File: src/rtl/csr_bus_arbiter_pkg.sv
// Shared CSR package: address map, arbiter state encoding and owner codes.
// Imported by the arbiter and by anything that decodes owner_o.
package csr_bus_arbiter_pkg;

  // CSR address map (byte addresses)
  localparam logic [11:0] CSR_ADDR_CTRL    = 12'h000;
  localparam logic [11:0] CSR_ADDR_STATUS  = 12'h004;
  localparam logic [11:0] CSR_ADDR_ADC_CFG = 12'h010;
  localparam logic [11:0] CSR_ADDR_PLL_CFG = 12'h020;
  localparam logic [11:0] CSR_ADDR_LDO_CFG = 12'h030;

  typedef enum logic [1:0] {
    ST_IDLE = 2'd0,
    ST_OWN0 = 2'd1,
    ST_OWN1 = 2'd2
  } arb_state_e;

  localparam logic [1:0] OWNER_NONE = 2'd0;
  localparam logic [1:0] OWNER_M0   = 2'd1;
  localparam logic [1:0] OWNER_M1   = 2'd2;

  localparam logic LAST_M0 = 1'b0;
  localparam logic LAST_M1 = 1'b1;

  // Hold counter must reach MAX_HOLD; keep at least one bit when MAX_HOLD is 0.
  function automatic int hold_cnt_width(input int max_hold);
    return (max_hold < 1) ? 1 : $clog2(max_hold + 1);
  endfunction

endpackage

File: src/rtl/csr_bus_arbiter_if.sv
// Two-master CSR bus plus the single csr-block port behind the arbiter.
// slave = arbiter view, master = environment view (masters and csr block).
interface csr_bus_arbiter_if #(
  parameter int ADDR_WIDTH = 12,
  parameter int DATA_WIDTH = 8
);
  logic                  m0_req, m1_req;
  logic                  m0_stb, m1_stb;
  logic                  m0_we, m1_we;
  logic [ADDR_WIDTH-1:0] m0_addr, m1_addr;
  logic [DATA_WIDTH-1:0] m0_wdata, m1_wdata;
  logic                  m0_gnt, m1_gnt;
  logic [DATA_WIDTH-1:0] m0_rdata, m1_rdata;
  logic                  m0_rvalid, m1_rvalid;
  logic [ADDR_WIDTH-1:0] s_addr_o;
  logic                  s_ack_o;
  logic [DATA_WIDTH-1:0] s_data_o;
  logic [DATA_WIDTH-1:0] s_data_i;
  logic [1:0]            owner_o;

  modport slave (
    input  m0_req, m1_req, m0_stb, m1_stb, m0_we, m1_we,
           m0_addr, m1_addr, m0_wdata, m1_wdata, s_data_i,
    output m0_gnt, m1_gnt, m0_rdata, m1_rdata, m0_rvalid, m1_rvalid,
           s_addr_o, s_ack_o, s_data_o, owner_o
  );

  modport master (
    output m0_req, m1_req, m0_stb, m1_stb, m0_we, m1_we,
           m0_addr, m1_addr, m0_wdata, m1_wdata, s_data_i,
    input  m0_gnt, m1_gnt, m0_rdata, m1_rdata, m0_rvalid, m1_rvalid,
           s_addr_o, s_ack_o, s_data_o, owner_o
  );
endinterface

File: src/rtl/csr_arb_rport.sv
// Per-master read return: captures csr read data of an accepted read and
// pulses rvalid one cycle later; rdata holds until the next read.
module csr_arb_rport #(
  parameter int DATA_WIDTH = 8
) (
  input  logic                  clk,
  input  logic                  rst,
  input  logic                  rd_acc,
  input  logic [DATA_WIDTH-1:0] rd_data,
  output logic [DATA_WIDTH-1:0] rdata,
  output logic                  rvalid
);
  logic [DATA_WIDTH-1:0] rdata_q, rdata_d;
  logic                  rvalid_q, rvalid_d;

  always_comb begin
    rvalid_d = rd_acc;
    rdata_d  = rd_acc ? rd_data : rdata_q;
  end

  always_ff @(posedge clk) begin
    if (rst) begin
      rdata_q  <= '0;
      rvalid_q <= 1'b0;
    end else begin
      rdata_q  <= rdata_d;
      rvalid_q <= rvalid_d;
    end
  end

  assign rdata  = rdata_q;
  assign rvalid = rvalid_q;
endmodule

File: src/rtl/csr_bus_arbiter.sv
// Two-master CSR bus arbiter: round-robin on ties, one dead cycle between
// tenures, optional forced handover after MAX_HOLD accepted strobes.
module csr_bus_arbiter
  import csr_bus_arbiter_pkg::*;
#(
  parameter int ADDR_WIDTH = 12,
  parameter int DATA_WIDTH = 8,
  parameter int MAX_HOLD   = 64
) (
  input logic              clk,
  input logic              rst,
  csr_bus_arbiter_if.slave bus
);
  localparam int                HOLD_W   = hold_cnt_width(MAX_HOLD);
  localparam logic [HOLD_W-1:0] HOLD_MAX = HOLD_W'(MAX_HOLD);

  arb_state_e            state_q, state_d;
  logic                  last_q, last_d;
  logic [HOLD_W-1:0]     hold_cnt_q, hold_cnt_d;
  logic [ADDR_WIDTH-1:0] s_addr_q, s_addr_d;
  logic [DATA_WIDTH-1:0] s_data_q, s_data_d;

  logic                  gnt0, gnt1;
  logic                  acc0, acc1, acc_any, acc_we;
  logic                  rd0, rd1;
  logic [ADDR_WIDTH-1:0] acc_addr;
  logic [DATA_WIDTH-1:0] acc_wdata;
  logic                  hold_full;

  always_ff @(posedge clk) begin
    if (rst) begin
      state_q    <= ST_IDLE;
      last_q     <= LAST_M1;
      hold_cnt_q <= '0;
      s_addr_q   <= '0;
      s_data_q   <= '0;
    end else begin
      state_q    <= state_d;
      last_q     <= last_d;
      hold_cnt_q <= hold_cnt_d;
      s_addr_q   <= s_addr_d;
      s_data_q   <= s_data_d;
    end
  end

  // Handover is decided on the count including this cycle's strobe, so a
  // tenure never accepts more than MAX_HOLD strobes while the other waits.
  always_comb begin
    state_d    = state_q;
    last_d     = last_q;
    hold_cnt_d = hold_cnt_q;
    if (acc_any && (hold_cnt_q != HOLD_MAX)) hold_cnt_d = hold_cnt_q + HOLD_W'(1);
    hold_full  = (MAX_HOLD != 0) && (hold_cnt_d == HOLD_MAX);
    unique case (state_q)
      ST_IDLE: begin
        if (bus.m0_req && (!bus.m1_req || (last_q == LAST_M1))) begin
          state_d    = ST_OWN0;
          last_d     = LAST_M0;
          hold_cnt_d = '0;
        end else if (bus.m1_req) begin
          state_d    = ST_OWN1;
          last_d     = LAST_M1;
          hold_cnt_d = '0;
        end
      end
      ST_OWN0: if (!bus.m0_req || (hold_full && bus.m1_req)) state_d = ST_IDLE;
      ST_OWN1: if (!bus.m1_req || (hold_full && bus.m0_req)) state_d = ST_IDLE;
      default: state_d = ST_IDLE;
    endcase
  end

  // Strobes are gated by rst so an aborted tenure produces no slave activity.
  always_comb begin
    gnt0      = (state_q == ST_OWN0);
    gnt1      = (state_q == ST_OWN1);
    acc0      = gnt0 && bus.m0_stb && !rst;
    acc1      = gnt1 && bus.m1_stb && !rst;
    acc_any   = acc0 || acc1;
    acc_we    = acc0 ? bus.m0_we    : bus.m1_we;
    acc_addr  = acc0 ? bus.m0_addr  : bus.m1_addr;
    acc_wdata = acc0 ? bus.m0_wdata : bus.m1_wdata;
    rd0       = acc0 && !bus.m0_we;
    rd1       = acc1 && !bus.m1_we;
    s_addr_d  = acc_any ? acc_addr : s_addr_q;
    s_data_d  = (acc_any && acc_we) ? acc_wdata : s_data_q;

    bus.m0_gnt   = gnt0;
    bus.m1_gnt   = gnt1;
    bus.s_ack_o  = acc_any && acc_we;
    bus.s_addr_o = s_addr_d;
    bus.s_data_o = s_data_d;
    unique case (state_q)
      ST_OWN0: bus.owner_o = OWNER_M0;
      ST_OWN1: bus.owner_o = OWNER_M1;
      default: bus.owner_o = OWNER_NONE;
    endcase
  end

  csr_arb_rport #(.DATA_WIDTH(DATA_WIDTH)) u_rport0 (
    .clk     (clk),
    .rst     (rst),
    .rd_acc  (rd0),
    .rd_data (bus.s_data_i),
    .rdata   (bus.m0_rdata),
    .rvalid  (bus.m0_rvalid)
  );

  csr_arb_rport #(.DATA_WIDTH(DATA_WIDTH)) u_rport1 (
    .clk     (clk),
    .rst     (rst),
    .rd_acc  (rd1),
    .rd_data (bus.s_data_i),
    .rdata   (bus.m1_rdata),
    .rvalid  (bus.m1_rvalid)
  );
endmodule

File: src/flat_wrapper.sv
// flat-port wrapper written by rule: the top's interface ports become plain ports
module csr_bus_arbiter_flat import csr_bus_arbiter_pkg::*;
#(
  parameter int ADDR_WIDTH = 12,
  parameter int DATA_WIDTH = 8,
  parameter int MAX_HOLD   = 64
)
  (clk, rst, bus_m0_req, bus_m1_req, bus_m0_stb, bus_m1_stb, bus_m0_we, bus_m1_we, bus_m0_addr, bus_m1_addr, bus_m0_wdata, bus_m1_wdata, bus_s_data_i, bus_m0_gnt, bus_m1_gnt, bus_m0_rdata, bus_m1_rdata, bus_m0_rvalid, bus_m1_rvalid, bus_s_addr_o, bus_s_ack_o, bus_s_data_o, bus_owner_o);
  csr_bus_arbiter_if #(.ADDR_WIDTH(ADDR_WIDTH), .DATA_WIDTH(DATA_WIDTH)) bus_i ();
  input logic clk;
  input logic rst;
  input wire logic [$bits(bus_i.m0_req)-1:0] bus_m0_req;
  input wire logic [$bits(bus_i.m1_req)-1:0] bus_m1_req;
  input wire logic [$bits(bus_i.m0_stb)-1:0] bus_m0_stb;
  input wire logic [$bits(bus_i.m1_stb)-1:0] bus_m1_stb;
  input wire logic [$bits(bus_i.m0_we)-1:0] bus_m0_we;
  input wire logic [$bits(bus_i.m1_we)-1:0] bus_m1_we;
  input wire logic [$bits(bus_i.m0_addr)-1:0] bus_m0_addr;
  input wire logic [$bits(bus_i.m1_addr)-1:0] bus_m1_addr;
  input wire logic [$bits(bus_i.m0_wdata)-1:0] bus_m0_wdata;
  input wire logic [$bits(bus_i.m1_wdata)-1:0] bus_m1_wdata;
  input wire logic [$bits(bus_i.s_data_i)-1:0] bus_s_data_i;
  output wire logic [$bits(bus_i.m0_gnt)-1:0] bus_m0_gnt;
  output wire logic [$bits(bus_i.m1_gnt)-1:0] bus_m1_gnt;
  output wire logic [$bits(bus_i.m0_rdata)-1:0] bus_m0_rdata;
  output wire logic [$bits(bus_i.m1_rdata)-1:0] bus_m1_rdata;
  output wire logic [$bits(bus_i.m0_rvalid)-1:0] bus_m0_rvalid;
  output wire logic [$bits(bus_i.m1_rvalid)-1:0] bus_m1_rvalid;
  output wire logic [$bits(bus_i.s_addr_o)-1:0] bus_s_addr_o;
  output wire logic [$bits(bus_i.s_ack_o)-1:0] bus_s_ack_o;
  output wire logic [$bits(bus_i.s_data_o)-1:0] bus_s_data_o;
  output wire logic [$bits(bus_i.owner_o)-1:0] bus_owner_o;
  assign bus_i.m0_req = bus_m0_req;
  assign bus_i.m1_req = bus_m1_req;
  assign bus_i.m0_stb = bus_m0_stb;
  assign bus_i.m1_stb = bus_m1_stb;
  assign bus_i.m0_we = bus_m0_we;
  assign bus_i.m1_we = bus_m1_we;
  assign bus_i.m0_addr = bus_m0_addr;
  assign bus_i.m1_addr = bus_m1_addr;
  assign bus_i.m0_wdata = bus_m0_wdata;
  assign bus_i.m1_wdata = bus_m1_wdata;
  assign bus_i.s_data_i = bus_s_data_i;
  assign bus_m0_gnt = bus_i.m0_gnt;
  assign bus_m1_gnt = bus_i.m1_gnt;
  assign bus_m0_rdata = bus_i.m0_rdata;
  assign bus_m1_rdata = bus_i.m1_rdata;
  assign bus_m0_rvalid = bus_i.m0_rvalid;
  assign bus_m1_rvalid = bus_i.m1_rvalid;
  assign bus_s_addr_o = bus_i.s_addr_o;
  assign bus_s_ack_o = bus_i.s_ack_o;
  assign bus_s_data_o = bus_i.s_data_o;
  assign bus_owner_o = bus_i.owner_o;
  csr_bus_arbiter #(.ADDR_WIDTH(ADDR_WIDTH), .DATA_WIDTH(DATA_WIDTH), .MAX_HOLD(MAX_HOLD)) u_core (.clk(clk), .rst(rst), .bus(bus_i));
endmodule
File: config.mk
export PLATFORM = sky130hd
export DESIGN_NAME = csr_bus_arbiter_flat
export DESIGN_NICKNAME = d
export VERILOG_FILES = /design/src/rtl/csr_bus_arbiter_pkg.sv /design/src/rtl/csr_bus_arbiter_if.sv /design/src/rtl/csr_arb_rport.sv /design/src/rtl/csr_bus_arbiter.sv /design/src/flat_wrapper.sv
export SDC_FILE = /design/constraint.sdc
export NUM_CORES = 1
export LEC_CHECK = 0
export CAP_MARGIN = 20
export CORE_ASPECT_RATIO = 0.6
export CORE_MARGIN = 2
export CORE_UTILIZATION = 42
export DETAILED_ROUTE_END_ITERATION = 8
export HOLD_SLACK_MARGIN = 0.08
export PLACE_DENSITY_LB_ADDON = 0.15
export SKIP_LAST_GASP = 1
export SYNTH_ARGS = -nofsm -noshare
export SYNTH_HDL_FRONTEND = slang
export SYNTH_SLANG_ARGS = --single-unit
File: constraint.sdc
create_clock -name clk -period 2.3 [get_ports clk]
set_clock_uncertainty 0.15 [all_clocks]
set_input_delay 0.46 -clock clk [delete_from_list [all_inputs] [get_ports clk]]
set_output_delay 0.46 -clock clk [all_outputs]
set_load 0.1 [all_outputs]
==> results of run 1 <==
[what timing repair did]
action                                  in CTS  in global routing
resized for setup                           53                 32
hold buffers                                 0                  0
pin swaps                                    7                 17
endpoints found under the hold margin        0                  0
buffers inserted                            10                  5
gates cloned                                 6                  0
endpoints found under the setup margin      24                 23
[power groups by stage]
stage               clock [W]  combinational (W)  sequential, W
global route         0.000901           0.000737       0.000863
CTS                  0.000845           0.000667       0.000857
finish               0.000871           0.000722       0.000862
detailed placement          0           0.000591       0.000876
floorplan                   0           0.000319       0.000897
global placement            0           0.000585       0.000875
[cells in the final DEF (no fill, tap or decap), types with 2 or more instances in the layout]
master / instances
a21oi_1: 4
a21oi_4: 8
buf_12: 33
buf_16: 3
buf_4: 41
buf_6: 6
bufinv_16: 3
clkbuf_8: 5
clkdlybuf4s50_1: 52
dfxtp_1: 46
ha_1: 2
inv_1: 5
mux2i_1: 20
mux2i_2: 3
mux2i_4: 16
nand2_1: 14
nand3_1: 3
nor2_1: 27
nor2_2: 6
nor2_4: 7
nor2b_1: 24
nor3_1: 2
o21ai_0: 2
o21ai_2: 2
o21ai_4: 11
or2_1: 2
xnor2_1: 5
[metrics by stage]
stage	cells	cell area, sq um	power [W]	TNS (ns)
final	448	4670	0.00245	-8.83
after global routing	448	4670	0.00250	-10.29
after CTS	446	4530	0.00237	-6.31
after detailed placement	422	3870	0.00147	-21.74
after global placement	422	3870	0.00146	-20.07
after floorplan	250	2500	0.00122	-9.33
[critical path, delay by kind of cell (launching register included)]
kind / cells / cell delay [ns]
flops: 1 / 0.37
compound gates: 1 / 0.12
buf+inv: 4 / 0.63
mux: 1 / 0.42
simple gates: 1 / 0.33
[per-layer routing]
layer  GRT usage  part of all wire  vias up  wire length (um)
met2       0.555              0.48      182              5160
met5           0                 0        -                 0
met3      0.0576             0.091       42               979
met4      0.0646             0.034        0               363
li1            -                 -     1117                 -
met1       0.396              0.40     1240              4290
[flip-flops by register name, summed over array words and instances, names as in the netlist]
register	cells
u_core.hold_cnt_q	7
u_core.last_q	1
u_core.s_addr_q	12
u_core.s_data_q	8
u_core.state_q	2
u_core.u_rport0.rdata	8
u_core.u_rport0.rvalid	1
u_core.u_rport1.rdata	8
u_core.u_rport1.rvalid	1
[logic make-up after synthesis]
logic type	count (synthesis)
AO/OA/AOI/OAI	40
XOR/XNOR	6
adder cells (fa/ha/maj)	2
buffers and inverters	21
flip-flops	48
multiplexers	39
AND/OR/NAND/NOR	94
[final cells by class]
class                      instances  area, sq um  area share
tap                               66         82.6      0.0177
timing repair buffer             140         1710       0.365
sequential                        48          966       0.207
clock inverter                     3         90.1      0.0193
multi-input combinational        181         1740       0.372
inverter                           5         18.8     0.00402
clock buffer                       5         68.8      0.0147
[final timing paths]
check / from / to / slack, ns / cells after the start
worst max-delay path: u_core.state_q[1]$_SDFFE_PP0P_ / bus_s_data_o[3] / -0.50 / 7
worst min-delay path: u_core.u_rport0.rdata[0]$_SDFFE_PP0P_ / u_core.u_rport0.rdata[0]$_SDFFE_PP0P_ / 0.36 / 2
worst max register to register: u_core.state_q[1]$_SDFFE_PP0P_ / u_core.state_q[1]$_SDFFE_PP0P_ / -0.17 / 9
worst min register to register: u_core.u_rport0.rdata[0]$_SDFFE_PP0P_ / u_core.u_rport0.rdata[0]$_SDFFE_PP0P_ / 0.36 / 2
==> summary.txt, run 1 <==
Die
  – Ports: just under 100
  – Die Wd: ~100 um
  – Die extent in y: 61.0 um
  – Standard-cell rows: 20
  – Core ar.: between 5000 and 6000 sq um
  – Die area: between 6000 and 7000 sq um
  – Initial Utilization: 0.443

Outcome
  – Status: finished with violations
  – Failing checks: negative setup slack

Synthesis
  – Ys flop type: dfxtp_1
  – Synth Cell Area: 2270 sq um
  – Seq/Total Area, Yosys: 0.423
  – Largest family of logic cells by synthesized area: simple AND/OR/NAND/NOR gates
  – Synth top cells by count: 48 x dfxtp_1, 39 x mux2i_1, 39 x nor2_1
  – Synth cell types: 39
  – Yosys reg bits: 48
  – Async S/R FF share, synth: 0
  – Number of flops mapped to enable cells by yosys: 0
  – Synth area leaders: dfxtp_1 42%, mux2i_1 17%, nor2b_1 6.6%, nor2_1 6.4%, a21oi_1 2.9%
  – Synthesized area per cell: roughly 9.1 sq um
  – Syn. warnings: 0
  – Post-synthesis compound-gate area fraction: 0.113
  – Synth top area share: 0.423
  – Cell count after synthesis: 250
  – Multiplexer share of the synthesized area: 0.172
  – Synth Area in Adders: 0.0110
  – Top-count cell post-synth: dfxtp_1
  – Syn_nets: 308
  – Simple-gate share of the synthesized area: 0.209
  – Cell accounting for the most synthesized area: dfxtp_1
  – Synth Area in XOR/XNOR: 0.0231

Layout
  – # fillers: 175
  – Final net count: 439
  – Layout cells sized above 1: 0.419
  – Core Util, Final: 0.910
  – Ant diodes: 0
  – P&R area growth vs syn: 105%

Global routing
  – Initial antenna violation count: 0
  – Largest net degree at the start of global routing: 21
  – Vias in the first global route: 2,537
  – Total grt overflow: 0
  – Global-route wire length before repair: 14.0 mm
  – Total track usage: 0.308

Routing
  – DR WL/cell: 24.1 um
  – Drt first pass iters: 5
  – Initial DRC count: between 150 and 200
  – Vias/cell: 5.76
  – DRC violation count after routing: 0
  – Post-route ant nets: 0
  – Final WL: 10.8 mm
  – Via count: 2,581

Timing
  – Final hold violation count: 0
  – Worst slew pin tran: 0.491 ns
  – Setup violations, final: 23
  – Slack of the critical path: -0.503 ns
  – Max transition margin: 0.672
  – Min Tclk post-route: 2.80 ns
  – Max Slew Vio Count: 0
  – Fmax: 357 MHz
  – RSZ-0062 raised after global routing: yes
  – Period utilization: 1.22
  – Hold Slack: between 0.3 and 0.4 ns

Setup path
  – Slowest stage cell, crit path: mux2i_1
  – Worst setup SP type: flip-flop
  – WS Path Type: flip-flop to output pin
  – Arrival time worst endpoint: 2.19 ns
  – CP most frequent cell: buf_12
  – Crit-path cells: nor4bb_4 > buf_4 > buf_6 > buf_12 > mux2i_1 > a21oi_4 > buf_12
  – CP max FO: 10
  – Nature of the critical path endpoint: output pin
  – Data required time at the worst endpoint: 1.69 ns
  – CP max stage delay: about 0.42 ns

Place
  – DP HPWL: 4.69 mm
  – Dpl ws: -0.673 ns
  – Final Wtd Congestion: 0.864
  – Port bufs: 98

Clocking
  – Clk_lat worst skew: 0.32 ns
  – Root buffer cell: clkbuf_8
  – Clk buf depth: 2
  – H-tree levels: 2
  – CTS Buf Count: 5
  – Clock sink total: 48
  – CTS tree: done
  – Worst-path clk slew: 0.10 ns

Power
  – P_sw: about 0.00075 W
  – Power Density: 526 nW/um^2
  – Clock Power Share: 0.355
  – Combinational share of power: 0.294
  – Maximum VDD drop: 518 uV
  – Seq pwr share: 0.351
  – Sw frac: 0.305
  – P_leak: 1.72 nW
  – Internal power: 0.00171 W

Flow run
  – Number of max-cap violations: 0

Hold path
  – Min-Delay Path Class: flip-flop to flip-flop
Note: power is estimated with default switching activity, not from simulation.
==> inputs of run 2 (changes only) <==
--- a/config.mk
+++ b/config.mk
@@ -9,6 +9,7 @@
 export CORE_ASPECT_RATIO = 0.6
 export CORE_MARGIN = 2
 export CORE_UTILIZATION = 42
+export CTS_CLUSTER_SIZE = 30
 export DETAILED_ROUTE_END_ITERATION = 8
 export HOLD_SLACK_MARGIN = 0.08
 export PLACE_DENSITY_LB_ADDON = 0.15
==> results of run 2 <==
No change in the layout: final DEF, timing and power equal those of run 1.
